==> config.mk <==
export PLATFORM = sky130hd
export DESIGN_NAME = writeback_queue
export DESIGN_NICKNAME = d
export VERILOG_FILES = /design/src/rtl/writeback_queue.sv
export SDC_FILE = /design/constraint.sdc
export NUM_CORES = 1
export LEC_CHECK = 0
export CAP_MARGIN = 20
export CORE_MARGIN = 5
export CORE_UTILIZATION = 54
export CTS_BUF_LIST = sky130_fd_sc_hd__clkbuf_8
export DETAILED_ROUTE_END_ITERATION = 12
export PLACE_DENSITY = 0.88
export SYNTH_ARGS = -nofsm -noshare
export SYNTH_HDL_FRONTEND = slang
export SYNTH_SLANG_ARGS = --single-unit
==> constraint.sdc <==
create_clock -name clk -period 8.65 [get_ports clk]
set_input_delay 1.73 -clock clk [delete_from_list [all_inputs] [get_ports clk]]
set_output_delay 1.73 -clock clk [all_outputs]
set_load 0.01 [all_outputs]
==> src/rtl/writeback_queue.sv <==
// Writeback queue: in-order FIFO between retire and register-file write port, with load extraction.
// Optional forwarding of queued results is enabled by defining WRITEBACK_QUEUE_FORWARD_EN.
module writeback_queue #(
   parameter int XLEN  = 64,
   parameter int DEPTH = 2,
   parameter int REGW  = 5
) (
   input  logic            clk,
   input  logic            reset,
   input  logic            in_valid,
   output logic            in_ready,
   input  logic            in_wen,
   input  logic [REGW-1:0] in_dst,
   input  logic [XLEN-1:0] in_data,
   input  logic            in_mem,
   input  logic [1:0]      in_size,
   input  logic            in_unsigned,
   input  logic [2:0]      in_addr_lo,
   input  logic            rf_ready,
   output logic            rf_wen,
   output logic [REGW-1:0] rf_dst,
   output logic [XLEN-1:0] rf_wdata,
   output logic [31:0]     commit_cnt,
   input  logic [REGW-1:0] fwd_rs,
   output logic            fwd_hit,
   output logic [XLEN-1:0] fwd_data
);

   localparam int PW = (DEPTH > 1) ? $clog2(DEPTH) : 1;
   localparam int CW = $clog2(DEPTH + 1);
   localparam logic [CW-1:0] FULL = CW'(DEPTH);

   logic            mem_wen  [DEPTH];
   logic [REGW-1:0] mem_dst  [DEPTH];
   logic [XLEN-1:0] mem_data [DEPTH];

   logic [PW-1:0] head;
   logic [PW-1:0] tail;
   logic [CW-1:0] count;
   logic          empty;
   logic          push;
   logic          pop;
   logic [XLEN-1:0] store_data;
   logic            store_wen;

   // Offset bits below the access alignment are dropped before shifting.
   function automatic logic [XLEN-1:0] extract_load(
      input logic [XLEN-1:0] d,
      input logic [1:0]      size,
      input logic            uns,
      input logic [2:0]      lo
   );
      logic [2:0]      off;
      logic [XLEN-1:0] sh;
      logic signed [7:0]  b8;
      logic signed [15:0] h16;
      logic signed [31:0] w32;
      logic [XLEN-1:0] res;
      case (size)
         2'd0:    off = lo;
         2'd1:    off = {lo[2:1], 1'b0};
         2'd2:    off = {lo[2], 2'b00};
         default: off = 3'd0;
      endcase
      sh  = d >> {off, 3'b000};
      b8  = sh[7:0];
      h16 = sh[15:0];
      w32 = sh[31:0];
      case (size)
         2'd0:    res = {{(XLEN-8){b8[7] & ~uns}}, b8};
         2'd1:    res = {{(XLEN-16){h16[15] & ~uns}}, h16};
         2'd2:    res = {{(XLEN-32){w32[31] & ~uns}}, w32};
         default: res = sh;
      endcase
      return res;
   endfunction

   assign empty      = (count == '0);
   assign in_ready   = (count != FULL) && !reset;
   assign push       = in_valid && in_ready;
   assign pop        = !empty && rf_ready && !reset;
   assign store_data = in_mem ? extract_load(in_data, in_size, in_unsigned, in_addr_lo) : in_data;
   assign store_wen  = in_wen && (in_dst != '0);

   assign rf_wen   = pop && mem_wen[head];
   assign rf_dst   = empty ? '0 : mem_dst[head];
   assign rf_wdata = empty ? '0 : mem_data[head];

   // Entry payload carries no reset; occupancy alone decides validity.
   always_ff @(posedge clk) begin
      if (push) begin
         mem_wen[tail]  <= store_wen;
         mem_dst[tail]  <= in_dst;
         mem_data[tail] <= store_data;
      end
   end

   always_ff @(posedge clk) begin
      if (reset) begin
         head       <= '0;
         tail       <= '0;
         count      <= '0;
         commit_cnt <= '0;
      end else begin
         if (push) tail <= tail + 1'b1;
         if (pop) begin
            head       <= head + 1'b1;
            commit_cnt <= commit_cnt + 32'd1;
         end
         case ({push, pop})
            2'b10:   count <= count + 1'b1;
            2'b01:   count <= count - 1'b1;
            default: count <= count;
         endcase
      end
   end

`ifdef WRITEBACK_QUEUE_FORWARD_EN
   logic            hit;
   logic [XLEN-1:0] hit_data;
   logic [PW-1:0]   idx;

   // Scan oldest to youngest so the last match found is the youngest producer.
   always_comb begin
      hit      = 1'b0;
      hit_data = '0;
      idx      = '0;
      for (int i = 0; i < DEPTH; i++) begin
         idx = head + PW'(i);
         if ((CW'(i) < count) && mem_wen[idx] && (mem_dst[idx] == fwd_rs) && (fwd_rs != '0)) begin
            hit      = 1'b1;
            hit_data = mem_data[idx];
         end
      end
   end

   assign fwd_hit  = hit && !reset;
   assign fwd_data = hit_data;
`else
   logic unused_fwd;
   assign unused_fwd = ^fwd_rs;
   assign fwd_hit    = 1'b0;
   assign fwd_data   = '0;
`endif

endmodule
==> flow_metrics.tcl <==
set metrics [dict create \
    syn_inst 878 \
    fill_cells 1269 \
    rsz0062_at_grt "no" \
    clk_latency_ps 460 \
    regArea_sq_um 4950 \
    ir_drop_mv 0.112 \
    seq_area_frac_synth_pct 52.4 \
    syn_area_per_cell_sq_um 10.7 \
    r2r_cells 5 \
    clock-sinks 177 \
    min_path_cells 2 \
    synthTopCellsByArea "edfxtp_1 (45%), mux2i_1 (12%), dfxtp_1 (7.9%)" \
    cts_made_buffers 17 \
    critPathSlowestCell "clkdlybuf4s50_1" \
    fmax_mhz 197 \
    drc 0 \
    cp.arrival_ps 5280 \
    vias_per_cell 5.69 \
    gp_congestion 0.963 \
    worstSetupPathType "input pin to register" \
    power.total_mw 2.01 \
    ant_nets 0 \
    clkSlewWorstSetupHoldPaths_ps 90 \
    post-route-min-period_ps 5070 \
    maxCapViolations 0 \
    syn_to_final_growth_pct 22.9 \
    setup_tns_ps 0 \
    holdCritStartpoint "head$_SDFFE_PP0P_" \
    fp-row-count 48 \
    hp-class "register to register" \
    cts-htree-levels 4 \
    grt_pass1_wl_um 36800 \
    drv_slew 0 \
    firstDrtPassIters 6 \
    wl_per_cell_um 19.0 \
    use_met1_pct 31.2 \
    vias 7244 \
    hold_violations 0 \
    netlist_area_sq_um 9430 \
    nets 1122 \
    use_met3_pct 5.95 \
    place.port_buffers 183 \
    tightest_slew_ps 1060 \
    synthArstFlopShare_pct 0 \
    cts_tree "built" \
    maxSlewHeadroom_pct 29.0 \
    grt.busiest_layer "met2" \
    ctsHoldBuffers 0 \
    synth_common_cells "nor2_1 (146), edfxtp_1 (140), mux2i_1 (115)" \
    dp.cells 1238 \
    cp.required_ps 8860 \
    cts_buffer_depth 2 \
    cts_setup_buffers 0 \
    dp_hpwl_um 16900 \
    grt_pass1_vias 6835 \
    die_h_um 142 \
    synth_seq_cells 177 \
    end_kind "register" \
    synth_most_common_cell "nor2_1" \
    synthFlopType "edfxtp_1" \
    grt_overflow 0 \
    powerDensity_nw_per_um2 173 \
    post_cts_resized 0 \
    io_pins 254 \
    fin_cells 1272 \
    grt_usage_pct 23.4 \
    die_x_um 142 \
    status "completed" \
    cts_root_buf "clkbuf_8" \
    p_leak_nw 4.13 \
    yosysUniqueCellTypes 55 \
    drive_gt1_share_pct 6.97 \
    n_antenna_cell 0 \
    synth_edf_count 140 \
    synth_warnings 0 \
    fin_ws_ps 3580 \
    clock_skew_ps 14.3 \
    startpoint_type "input pin" \
    initial_core_util_pct 54.7 \
    reg2reg_to "commit_cnt[28]$_SDFFE_PP0P_" \
    final_util_pct 67.2 \
    final.period_utilization_pct 58.6 \
    path_max_fanout 23 \
    cpPeakStageDelay_ps 1020 \
    crit_chain "clkdlybuf4s50_1 -> nand2b_1 -> a211oi_2 -> o211ai_1 -> o31ai_4 -> buf_4 -> a21bo_1" \
    core_area_sq_um 17200 \
    initialDrtViolationCount 748 \
    setup_viol 0 \
    synth_top_area_share_pct 44.6 \
    drt-total-wl_um 24200 \
    synth.largest_area_cell "edfxtp_1" \
    dpl_worst_slack_ps 3040 \
    r2r-start "count[0]$_SDFFE_PP0P_" \
    grt_max_degree 71 \
    grt.met2_usage_pct 36.8 \
    multi_input_area_sq_um 4000 \
    die-area_sq_um 20200 \
    antenna_found_initial 1 \
    rrSetupSlack_ps 6180 \
]
worst max-delay path, delay by kind of cell:
kind	cells	cell delay [ps]
AOI/OAI and AO/OA	4	1510
buffers and inverters	2	1400
and+or+nand+nor	1	610
per-layer routing:
metal | wire length (um) | vias up
met1 | 9090 | 3444
met4 | 881 | 2
met5 | 13 | -
met2 | 11500 | 405
li1 | - | 3331
met3 | 2730 | 62
report_power, final:
group          internal (mW)  total (mW)  switching [mW]
clock                  0.246       0.564           0.318
sequential             0.967       0.981          0.0142
combinational          0.207       0.463           0.256
cell usage in the layout (no fill, tap or decap), types with 3 or more instances in the layout:
cell type / n
clkdlybuf4s50_1: 182
nor2_1: 144
edfxtp_1: 140
mux2i_1: 115
nand2_1: 81
conb_1: 65
dfxtp_1: 36
a21oi_1: 30
o21ai_0: 19
clkbuf_8: 18
xor2_1: 17
nand4_1: 14
nand3_1: 14
nand2b_1: 11
nor2b_1: 10
a31oi_1: 10
a2bb2oi_1: 10
o211ai_1: 9
buf_4: 9
inv_1: 7
a21bo_1: 7
a211oi_1: 7
mux4_2: 7
mux2_2: 6
nor3_1: 6
xnor2_1: 6
a31o_2: 5
or4_1: 4
and3_1: 4
clkinv_4: 4
inv_4: 4
nor4_1: 3
worst max path at each step:
| stage | from | end | slack [ps] | cells after the start |
|---|---|---|---|---|
| 4_1_cts | in_addr_lo[1] | mem_data[1][16]$_DFFE_PP_ | 3570 | 6 |
| 5_1_grt | in_addr_lo[1] | mem_data[1][35]$_DFFE_PP_ | 3360 | 7 |
| 2_1_floorplan | reset | mem_data[0][0]$_DFFE_PP_ | 2870 | 4 |
| 6_report | in_addr_lo[1] | mem_data[1][35]$_DFFE_PP_ | 3580 | 7 |
| 3_5_place_dp | in_addr_lo[1] | mem_data[1][16]$_DFFE_PP_ | 3040 | 6 |
| 3_3_place_gp | in_addr_lo[1] | mem_data[0][16]$_DFFE_PP_ | 3160 | 6 |
sequential cells by signal, indices dropped and copies added (netlist names), named ones only:
register	flops
commit_cnt	32
count	2
mem_wen	2
head	1
mem_dst	10
tail	1
mem_data	128
stage by stage:
step                area (sq um)  hold WS (ps)
floorplan                   9670           472
global placement           11200           485
detailed placement         11200           490
CTS                        11500           523
global route               11600           571
finish                     11600           518
final cells by class:
type / count / share of cell area [%]
sequential: 177 / 42.7
clock inverter: 14 / 1.26
multi-input combinational: 637 / 34.5
clock buffer: 18 / 2.14
timing repair buffer: 194 / 16.7
inverter: 7 / 0.227
tap: 225 / 2.43
logic make-up (layout without fill, tap and decap cells):
family	Yosys count	in the layout	synth area share, %
adders and majority gates	2	2	0.265
xor gates and xnor gates	23	23	2.14
DFF	177	177	52.4
AOI/OAI and AO/OA	110	110	7.83
and+or+nand+nor	308	308	14.5
other	1	65	0.0398
muxes	129	129	14.7
buffers and inverters	128	233	8.03
Note: power is estimated with default switching activity, not from simulation.
